<file path="src/rtl/ram_arbiter_if.sv">
// Bus bundle for ram_arbiter. It carries the two requester ports, the response
// signals (ack/rdata/gnt) and the single-port RAM pins.
interface ram_arbiter_if #(
  parameter int DATA_W = 32,
  parameter int ADDR_W = 5
);
  // Handshake: a requester raises reqN with weN/addrN/wdataN stable and holds
  // them until ackN pulses for one cycle. It drops reqN in that ack cycle
  // unless it wants another transaction. Once the port is granted, dropping
  // req does not cancel the transaction.
  logic              req0;
  logic              req1;
  logic              we0;
  logic              we1;
  logic [ADDR_W-1:0] addr0;
  logic [ADDR_W-1:0] addr1;
  logic [DATA_W-1:0] wdata0;
  logic [DATA_W-1:0] wdata1;
  logic              ack0;
  logic              ack1;
  logic [DATA_W-1:0] rdata;
  logic              gnt;
  logic [ADDR_W-1:0] mem_addr;
  logic [DATA_W-1:0] mem_wdata;
  logic              mem_we;
  logic              mem_re;
  logic [DATA_W-1:0] mem_rdata;

  modport slave (
    input  req0, req1, we0, we1, addr0, addr1, wdata0, wdata1, mem_rdata,
    output ack0, ack1, rdata, gnt, mem_addr, mem_wdata, mem_we, mem_re
  );

  modport master (
    output req0, req1, we0, we1, addr0, addr1, wdata0, wdata1, mem_rdata,
    input  ack0, ack1, rdata, gnt, mem_addr, mem_wdata, mem_we, mem_re
  );
endinterface

</file>
<file path="src/rtl/ram_arbiter.sv">
// Two-port (CPU = port 0, DMA = port 1) arbiter in front of a single-port RAM
// with asynchronous read. Define ARB_RR_EN for round-robin arbitration;
// otherwise port 0 has fixed priority.
module ram_arbiter #(
  parameter int DATA_W = 32,
  parameter int ADDR_W = 5
) (
  input  logic              clk,
  input  logic              rst,
  ram_arbiter_if.slave      bus,
  output logic [1:0]        state_o
);

  typedef enum logic [1:0] {
    IDLE   = 2'd0,
    ACCESS = 2'd1,
    RESP   = 2'd2
  } state_e;

  state_e            state_q, state_d;
  logic              gnt_q;
  logic              cmd_we_q;
  logic [ADDR_W-1:0] cmd_addr_q;
  logic [DATA_W-1:0] cmd_wdata_q;
  logic [DATA_W-1:0] rdata_q;

  logic              grant_en;
  logic              win;

  always_comb begin
    state_d  = state_q;
    grant_en = 1'b0;
    win      = gnt_q;
    case (state_q)
      IDLE: begin
        if (bus.req0 || bus.req1) begin
          state_d  = ACCESS;
          grant_en = 1'b1;
`ifdef ARB_RR_EN
          // On a tie the port that was not granted last time wins.
          if (bus.req0 && bus.req1) win = ~gnt_q;
          else                      win = bus.req1;
`else
          win = ~bus.req0;
`endif
        end
      end
      ACCESS:  state_d = RESP;
      RESP:    state_d = IDLE;
      default: state_d = IDLE;
    endcase
  end

  always_ff @(posedge clk) begin
    if (rst) begin
      state_q     <= IDLE;
      gnt_q       <= 1'b1;
      cmd_we_q    <= 1'b0;
      cmd_addr_q  <= '0;
      cmd_wdata_q <= '0;
      rdata_q     <= '0;
    end else begin
      state_q <= state_d;
      if (grant_en) begin
        gnt_q       <= win;
        cmd_we_q    <= win ? bus.we1    : bus.we0;
        cmd_addr_q  <= win ? bus.addr1  : bus.addr0;
        cmd_wdata_q <= win ? bus.wdata1 : bus.wdata0;
      end
      if (state_q == ACCESS && !cmd_we_q) rdata_q <= bus.mem_rdata;
    end
  end

  always_comb begin
    bus.mem_we    = 1'b0;
    bus.mem_re    = 1'b0;
    bus.mem_addr  = '0;
    bus.mem_wdata = '0;
    if (state_q == ACCESS) begin
      bus.mem_we    = cmd_we_q;
      bus.mem_re    = ~cmd_we_q;
      bus.mem_addr  = cmd_addr_q;
      bus.mem_wdata = cmd_wdata_q;
    end
  end

  assign bus.ack0  = (state_q == RESP) && !gnt_q;
  assign bus.ack1  = (state_q == RESP) &&  gnt_q;
  assign bus.rdata = rdata_q;
  assign bus.gnt   = gnt_q;
  assign state_o   = state_q;

endmodule

</file>
<file path="src/flat_wrapper.sv">
// flat-port wrapper written by rule: the top's interface ports become plain ports
module ram_arbiter_flat 
#(
  parameter int DATA_W = 32,
  parameter int ADDR_W = 5
)
  (clk, rst, state_o, bus_req0, bus_req1, bus_we0, bus_we1, bus_addr0, bus_addr1, bus_wdata0, bus_wdata1, bus_mem_rdata, bus_ack0, bus_ack1, bus_rdata, bus_gnt, bus_mem_addr, bus_mem_wdata, bus_mem_we, bus_mem_re);
  ram_arbiter_if #(.DATA_W(DATA_W), .ADDR_W(ADDR_W)) bus_i ();
  input  logic clk;
  input  logic rst;
  output logic [1:0] state_o;
  input wire logic [$bits(bus_i.req0)-1:0] bus_req0;
  input wire logic [$bits(bus_i.req1)-1:0] bus_req1;
  input wire logic [$bits(bus_i.we0)-1:0] bus_we0;
  input wire logic [$bits(bus_i.we1)-1:0] bus_we1;
  input wire logic [$bits(bus_i.addr0)-1:0] bus_addr0;
  input wire logic [$bits(bus_i.addr1)-1:0] bus_addr1;
  input wire logic [$bits(bus_i.wdata0)-1:0] bus_wdata0;
  input wire logic [$bits(bus_i.wdata1)-1:0] bus_wdata1;
  input wire logic [$bits(bus_i.mem_rdata)-1:0] bus_mem_rdata;
  output wire logic [$bits(bus_i.ack0)-1:0] bus_ack0;
  output wire logic [$bits(bus_i.ack1)-1:0] bus_ack1;
  output wire logic [$bits(bus_i.rdata)-1:0] bus_rdata;
  output wire logic [$bits(bus_i.gnt)-1:0] bus_gnt;
  output wire logic [$bits(bus_i.mem_addr)-1:0] bus_mem_addr;
  output wire logic [$bits(bus_i.mem_wdata)-1:0] bus_mem_wdata;
  output wire logic [$bits(bus_i.mem_we)-1:0] bus_mem_we;
  output wire logic [$bits(bus_i.mem_re)-1:0] bus_mem_re;
  assign bus_i.req0 = bus_req0;
  assign bus_i.req1 = bus_req1;
  assign bus_i.we0 = bus_we0;
  assign bus_i.we1 = bus_we1;
  assign bus_i.addr0 = bus_addr0;
  assign bus_i.addr1 = bus_addr1;
  assign bus_i.wdata0 = bus_wdata0;
  assign bus_i.wdata1 = bus_wdata1;
  assign bus_i.mem_rdata = bus_mem_rdata;
  assign bus_ack0 = bus_i.ack0;
  assign bus_ack1 = bus_i.ack1;
  assign bus_rdata = bus_i.rdata;
  assign bus_gnt = bus_i.gnt;
  assign bus_mem_addr = bus_i.mem_addr;
  assign bus_mem_wdata = bus_i.mem_wdata;
  assign bus_mem_we = bus_i.mem_we;
  assign bus_mem_re = bus_i.mem_re;
  ram_arbiter #(.DATA_W(DATA_W), .ADDR_W(ADDR_W)) u_core (.clk(clk), .rst(rst), .bus(bus_i), .state_o(state_o));
endmodule
</file>
<file path="config.mk">
export PLATFORM = sky130hd
export DESIGN_NAME = ram_arbiter_flat
export DESIGN_NICKNAME = d
export VERILOG_FILES = /design/src/rtl/ram_arbiter_if.sv /design/src/rtl/ram_arbiter.sv /design/src/flat_wrapper.sv
export SDC_FILE = /design/constraint.sdc
export NUM_CORES = 1
export LEC_CHECK = 0
export CAP_MARGIN = 20
export CORE_ASPECT_RATIO = 1.75
export CORE_MARGIN = 4
export CORE_UTILIZATION = 38
export CTS_CLUSTER_DIAMETER = 60
export DETAILED_ROUTE_END_ITERATION = 7
export GPL_TIMING_DRIVEN = 0
export HOLD_SLACK_MARGIN = 0.03
export PLACE_DENSITY_LB_ADDON = 0.25
export SLEW_MARGIN = 20
export SYNTH_ARGS = -nofsm -noshare
export SYNTH_HDL_FRONTEND = slang
export SYNTH_SLANG_ARGS = --single-unit
</file>
<file path="constraint.sdc">
create_clock -name clk -period 1.6 [get_ports clk]
set_input_delay 0.32 -clock clk [delete_from_list [all_inputs] [get_ports clk]]
set_output_delay 0.32 -clock clk [all_outputs]
set_load 0.01 [all_outputs]
</file>
# ---- Word-level counts from Yosys, hierarchy flattened
# Index checks and enable logic that the tools add are counted.
dict set report totals {
  inputBits 112
  wordCells 31
  register_bits 73
  out_inout_bits 76
}
dict set report op_classes {
  n_bitwise 2
  n_eq_ne 3
  n_mux 13
  n_reduce_logical 7
}
# operator count
set ops {}
lappend ops {{2-to-1 mux 32 bit} 2}
lappend ops {{2-to-1 mux 5 bit} 2}
lappend ops {{2-to-1 mux 1 bit} 7}
lappend ops {{one-hot mux 2 bit (2 select lines)} 1}
lappend ops {{logical AND 1 bit} 3}
lappend ops {{equality test 2 x 1 -> 1 bit, second input constant} 1}
lappend ops {{equality test 2 bit, second input constant} 1}
lappend ops {{zero test 1 bit} 2}
lappend ops {{zero test 2 bit} 1}
lappend ops {{2-to-1 mux 2 bit} 1}
lappend ops {{inequality test 2 x 1 -> 1 bit, second input constant} 1}
lappend ops {{NOT 1 bit} 2}
lappend ops {{logical OR 1 bit} 1}

# ---- Logic depth before layout (Yosys ltp)
# Gate-level depths: netlist of run 1.
dict set report depth {
  word_depth 4
  depth_mapped 6
  depth_no_buf 4
}

# ---- Worst setup path after synthesis of run 1
# OpenSTA, ideal clock, no wires.
dict set report synth_timing {
  path_kind {reg2out}
  start {reg u_core.state_q[0], in the netlist u_core.state_o[0]}
  end {out bus_mem_wdata[21]}
  path_buffers 2
  path_stages_with_launch 5
  t_required_ns 1.280
  slack_ns 0.055
  arrival_ns 1.225
  cell_sequence {dfxtp_1 nor2b_1 clkbuf_1 clkbuf_1 and2_1}
}
dict set report synth_via {
  elab_chain_cells 2
}
# item line_no
set synth_lines {}
lappend synth_lines {{from (decl)} ram_arbiter.sv:20} ;# state_e state_q, state_d;
lappend synth_lines {{from (signal assigned)} ram_arbiter.sv:63} ;# state_q <= state_d;
lappend synth_lines {{equality test 2 x 1 -> 1 bit} ram_arbiter.sv:79} ;# if (state_q == ACCESS) begin
lappend synth_lines {{2-to-1 mux 32 bit} ram_arbiter.sv:79}
lappend synth_lines {{to (decl)} flat_wrapper.sv:26} ;# output wire logic [$bits(bus_i.mem_wdata)-1:0] bus_mem_wdata;
# Every way passes these cells.

# ---- Worst setup path after layout of run 1
dict set report layout_timing {
  start {reg u_core.state_q[0], in the netlist u_core.state_o[0]}
  end {out bus_mem_wdata[28]}
}
# The elaborated chain is that of the path after synthesis.

==> results of run 1 <==
==> sequential cells by signal (all words and copies together) (netlist names), named ones only <==
signal              flops
u_core.cmd_we_q         1
u_core.bus.rdata       32
u_core.cmd_wdata_q     32
u_core.state_o          2
u_core.cmd_addr_q       5
==> path summary, 6_finish.rpt <==
kind	start	end	cells past startpoint	slack (ns)
setup / recovery	u_core.state_o[0]$_SDFFE_PP0P_	bus_mem_wdata[28]	5	-0.15
hold / removal	rst	u_core.state_o[0]$_SDFFE_PP0P_	2	0.45
setup reg to reg	u_core.state_o[1]$_SDFFE_PP0P_	u_core.bus.rdata[29]$_SDFFE_PP0P_	5	0.10
hold reg to reg	u_core.bus.rdata[16]$_SDFFE_PP0P_	u_core.bus.rdata[16]$_SDFFE_PP0P_	2	0.45
==> routing by layer <==
layer,GRT usage,up-vias
met5,0,-
met4,0.0793,0
met3,0.0638,18
met2,0.407,119
met1,0.200,1586
li1,-,1693
==> cell usage after synthesis (all sizes together) <==
cell type and count:
nand2 65, a21oi 70, clkinv 1, a211oi 38, and2 39, and3b 1, buf 15, or2 1
nor2 1, or3b 1, a21o 2, clkbuf 21, nor3b 1, dfxtp 73, mux2i 38, nor2b 3
==> power breakdown <==
| part | total, mW | leakage (nW) | switching (mW) | internal (mW) |
|---|---|---|---|---|
| logic | 1.29 | 1.64 | 0.554 | 0.741 |
| clock network | 2.38 | 0.175 | 0.725 | 1.65 |
| registers | 2.07 | 0.603 | 0.0873 | 1.99 |
==> final cells by class <==
type,instances,area (µm²)
timing repair buffer,199,1950
clock buffer,12,267
inverter,1,16.3
clock inverter,4,97.6
sequential,73,1470
buffer,34,234
fill,659,2490
tap,115,144
multi-input combinational,260,1690
==> critical path, stage by stage (launching register included) <==
cell and delay, ns:
dfxtp_4 0.35, nor2b_4 0.20, clkbuf_8 0.19, clkbuf_8 0.14, and2_1 0.11, buf_2 0.13
==> cells by family (layout without fill, tap and decap cells) <==
kind of cell           count (synthesis)  count (layout)  synth area share
AO/OA/AOI/OAI                        110             110             0.213
buffers and inverters                 37             250            0.0598
flip-flops                            73              73             0.445
multiplexers                          38              38             0.116
AND/OR/NAND/NOR                      112             112             0.166
==> through the flow <==
step / cell area [µm²] / power, mW / std cells / hold slack [ns] / util
after CTS: 5790 / 5.75 / 697 / 0.452 / 0.692
after detailed placement: 5280 / 3.29 / 670 / 0.445 / 0.631
final: 5870 / 5.74 / 698 / 0.448 / 0.702
after floorplan: 3280 / 2.66 / 370 / 0.456 / -
after global placement: 5280 / 3.25 / 670 / 0.442 / 0.631
after global routing: 5870 / 5.98 / 698 / 0.466 / 0.702
==> what timing repair did <==
item | in CTS | in global routing
endpoints found under the setup margin | 44 | 105
resized for setup | 213 | 38
pin swaps | 19 | 3
hold buffers | 0 | 0
buffers inserted | 9 | 2
cloned | 3 | 0
==> flow_summary.yaml, run 1 <==
outcome:
  status: "complete, but fails checks"
  violations: "setup timing"
placement:
  gp_congestion: 0.781
  portBuffers: 185
  pre_cts_slack_ns: -0.794
  hpwl_um: 8300
synthesis:
  yosys.area.top_type: "dfxtp_1"
  syn_inst: 370
  ys_seq_area_frac: 0.445
  yosys.area.top_type_share: 0.445
  avgSynthCellArea_um2: 8.87
  synth-seq-cells: 73
  netlist-cell-type-count: 21
  ys_top_cells_by_area: "dfxtp_1 45%, mux2i_1 12%, a21oi_1 11%, nand2_1 7.4%, and2_1 7.2%"
  yosysWarnings: 0
  syn_area_um2: 3280
  synth_nets: 482
die:
  rows: 44
  dieArea_um2: 10200
  initial_core_util: 0.392
  die_w_um: 78.3
  die_h_um: 131
  ios: 188
  coreArea_um2: 8370
cells_and_area:
  num_antenna_cells: 0
  num-nets-final: 690
  area_growth_pct: 78.9
  drive_gt1_frac: 0.225
  final_common_cell: "clkdlybuf4s50_1"
  layout_common_cells: "140 x clkdlybuf4s50_1, 71 x dfxtp_1, 70 x a21oi_1"
timing:
  timing.slew.headroom: 0.579
  post-route-min-period_ns: 1.75
  worst_pin_slew_ns: 0.631
  finalSetupTns_ns: -4.24
  setup_ws_ns: -0.152
  clock.fmax_mhz: 571
  timing.final.crit_share: 1.09
  finalClockSkew_ns: 0.00532
  setup_violations: 38
  grt_setup_unrepaired: "yes"
  slew_violations: 0
  hold_viol: 0
worst_setup_path:
  critPathCaptureType: "output pin"
  path_max_fanout: 5
  start_kind: "flop"
  crit_arrival_ns: 1.43
  criticalPathCategory: "flop to output pin"
  worstPathRequired_ns: 1.28
power:
  p_per_area_nw_per_um2: 978
  ir_drop_mv: 1.05
  leakagePower_nw: 2.42
cts:
  clock_path_buffers: 2
  numCtsBuffers: 9
  cts_tree: "done"
  h-tree-depth: 3
  clk_latency_ns: 0.33
  cts.sinks: 73
  cts_root_buf: "clkbuf_16"
  clk_pin_slew_ns: 0.05
detailed_routing:
  wl_met2_um: 6220
  drc_errors: 0
  highest_layer: "met4"
  routed_wl_um: 11100
  m1WireLength_um: 3830
  firstDrtPassIters: 3
  vias: 3416
  wl_met3_um: 785
  wl_per_cell_um: 15.8
  vias_per_cell: 4.89
  drt_iter0_drc: 89
  antenna_left: 0
grt:
  grt_pass1_vias: 3494
  track_usage: 0.208
  grt_antenna_before_repair: 0
  grt_pass1_wl_um: 16800
  gr-total-overflow: 0
  grt_max_degree: 15
worst_hold_path:
  holdCritPathClass: "input pin to flop"
flow_run:
  cap_violations: 0
(Power assumes the default switching activity.)
==> run 2, diff against run 1 <==
--- a/config.mk
+++ b/config.mk
@@ -5,10 +5,11 @@
 export SDC_FILE = /design/constraint.sdc
 export NUM_CORES = 1
 export LEC_CHECK = 0
+export ABC_AREA = 1
 export CAP_MARGIN = 20
 export CORE_ASPECT_RATIO = 1.75
 export CORE_MARGIN = 4
-export CORE_UTILIZATION = 38
+export CORE_UTILIZATION = 40
 export CTS_CLUSTER_DIAMETER = 60
 export DETAILED_ROUTE_END_ITERATION = 7
 export GPL_TIMING_DRIVEN = 0
==> flow_summary.yaml, run 2 <==
outcome:
  status: "complete, but fails checks"
  violations: "setup timing"
detailed_routing:
  routed_wl_um: 12100
  wl_per_cell_um: 13.5
  antenna_left: 0
  drt_iter0_drc: 108
  vias: 4202
  firstDrtPassIters: 4
  vias_per_cell: 4.65
  drc_errors: 0
timing:
  clock.fmax_mhz: 593
  worst_pin_slew_ns: 0.491
  post-route-min-period_ns: 1.69
  whs_ns: 0.361
  timing.final.crit_share: 1.05
  setup_ws_ns: -0.0866
  setup_violations: 24
  slew_violations: 0
  grt_setup_unrepaired: "yes"
  finalClockSkew_ns: 0.00554
  timing.slew.headroom: 0.673
  hold_viol: 0
synthesis:
  synth_compound_area_frac: 0.155
  synth_top_family_by_area: "simple AND/OR/NAND/NOR gates"
  yosys.area.top_type_share: 0.394
  netlist-cell-type-count: 18
  ys_seq_area_frac: 0.394
  yosysWarnings: 0
  synth_mux_area_frac: 0
  avgSynthCellArea_um2: 6.49
  yosys.area.top_type: "dfxtp_1"
  ys_top_cells_by_count: "143 x nand2_1, 118 x inv_1, 73 x dfxtp_1"
  yosys_most_used_dff: "dfxtp_1"
  synth_xor_area_frac: 0
  synth-edff-count: 0
  syn_area_um2: 3710
  syn_inst: 571
  yosysMostFrequentCell: "nand2_1"
  yosys.area_share.simple: 0.265
  async_flop_share: 0
  synth_nets: 683
  synth_fa_ha_area_frac: 0
  synth-seq-cells: 73
  ys_top_cells_by_area: "dfxtp_1 39%, nand2_1 14%, inv_1 12%, a21oi_1 8.2%, o21ai_0 4.9%"
cts:
  clock_path_buffers: 2
  cts.sinks: 73
  cts_tree: "done"
  clk_pin_slew_ns: 0.05
  h-tree-depth: 3
  cts_root_buf: "clkbuf_16"
  numCtsBuffers: 9
  clk_latency_ns: 0.33
worst_setup_path:
  cp_top_family: "buffers and inverters"
  worstPathRequired_ns: 1.28
  crit_slowest_cell: "dfxtp_2"
  critPathCaptureType: "output pin"
  crit_buf_inv: 5
  path_cells: "inv_2, nor2_4, inv_4, buf_6, buf_12, nor2_2, buf_2"
  start_kind: "flop"
  criticalPathCategory: "flop to output pin"
  crit_arrival_ns: 1.37
  path_max_fanout: 10
  slowest_delay_ns: 0.33
cells_and_area:
  num-nets-final: 890
  final_util: 0.681
  multi_input_area_um2: 1680
  layout_common_cells: "143 x nand2_1, 141 x clkdlybuf4s50_1, 117 x inv_1"
  drive_gt1_frac: 0.193
  area_growth_pct: 66.1
  fillers: 823
  final_common_cell: "nand2_1"
  seq_area_um2: 1470
  design_area_um2: 6160
  num_antenna_cells: 0
power:
  ir_drop_mv: 0.627
  switching_share: 0.281
  power.internal_mw: 4.09
  p_per_area_nw_per_um2: 925
  total_power_mw: 5.70
  p_comb_frac: 0.266
  switchingPower_mw: 1.60
  leakagePower_nw: 2.97
  clockPowerShare: 0.368
  p_seq_frac: 0.366
placement:
  placed_area_um2: 5720
  hpwl_um: 9470
  portBuffers: 186
  gp_congestion: 0.785
die:
  die_h_um: 135
  initial_core_util: 0.410
  die_w_um: 80.8
  coreArea_um2: 9040
  dieArea_um2: 10900
  ios: 188
  rows: 46
grt:
  grt_antenna_before_repair: 0
  grt_pass1_vias: 4082
  grt_pass1_wl_um: 18500
  gr-total-overflow: 0
  grt_max_degree: 13
  track_usage: 0.218
flow_run:
  cap_violations: 0
worst_hold_path:
  holdCritPathClass: "input pin to flop"
[run 2: changes by cell type after synthesis, moves of 36 or more]
cell     before  now
mux2i_1      38    0
and2_1       38    0
nor2_1        1   42
o21ai_0       0   36
inv_1         0  118
nand2_1      65  143
[run 2: timing repair]
item | in CTS | in global routing
endpoints found under the hold margin | 0 | 0
setup endpoints to repair | 44 | 72
hold buffers | 0 | 0
buffers inserted | 5 | 5
gates cloned | 1 | 0
gates resized for setup | 191 | 49
pin swaps | 1 | 2
[run 2: final cells by class]
class,instances,area share
buffer,37,0.0435
multi-input combinational,338,0.273
clock inverter,6,0.0134
inverter,122,0.0760
clock buffer,10,0.0372
tap,120,0.0244
timing repair buffer,197,0.294
sequential,73,0.238
[run 2: path summary, 6_finish.rpt]
path / startpoint / end / slack [ns] / cells past startpoint
worst min register to register: u_core.bus.rdata[8]$_SDFFE_PP0P_ / u_core.bus.rdata[8]$_SDFFE_PP0P_ / 0.46 / 2
worst min-delay path: rst / u_core.bus.rdata[7]$_SDFFE_PP0P_ / 0.36 / 2
worst max-delay path: u_core.state_o[0]$_SDFFE_PP0P_ / bus_mem_wdata[25] / -0.09 / 7
worst max register to register: u_core.state_o[0]$_SDFFE_PP0P_ / u_core.bus.rdata[9]$_SDFFE_PP0P_ / 0.10 / 11
[run 2: worst reg2reg max path, cell delays in order, from the launching register on]
cell	delay, ns
dfxtp_2	0.33
inv_2	0.05
nor2_4	0.11
buf_4	0.12
buf_4	0.12
nand2_8	0.07
inv_8	0.07
buf_4	0.11
buf_4	0.13
buf_6	0.13
nand2_1	0.07
a21oi_2	0.11
[run 2: power by group through the flow]
stage	clock [mW]	sequential (mW)	combinational [mW]
global route	2.20	2.11	1.67
floorplan	0	2.13	0.719
global placement	0	2.11	1.38
CTS	2.13	2.09	1.43
detailed placement	0	2.12	1.42
finish	2.09	2.09	1.51
[run 2: per-layer routing]
layer	vias to the layer above	global-route usage	wire (µm)
li1	2130	-	-
met1	1884	0.201	4230
met2	162	0.433	6710
met3	26	0.0513	878
met4	0	0.0930	330
met5	-	0	0
[run 2: stage by stage]
| step | setup TNS [ns] | std cells | worst slack (ns) |
|---|---|---|---|
| 3_5_place_dp | -18.32 | 877 | -0.460 |
| 2_1_floorplan | 0 | 571 | 0.115 |
| 3_3_place_gp | -16.26 | 877 | -0.441 |
| 5_1_grt | -3.04 | 903 | -0.144 |
| 6_report | -1.06 | 903 | -0.0866 |
| 4_1_cts | -1.42 | 898 | -0.120 |
[run 2: cells by family (layout without fill, tap and decap cells)]
| group | Yosys count | after routing |
|---|---|---|
| and+or+nand+nor | 230 | 230 |
| buffers and inverters | 160 | 372 |
| AOI/OAI and AO/OA | 108 | 108 |
| DFF | 73 | 73 |
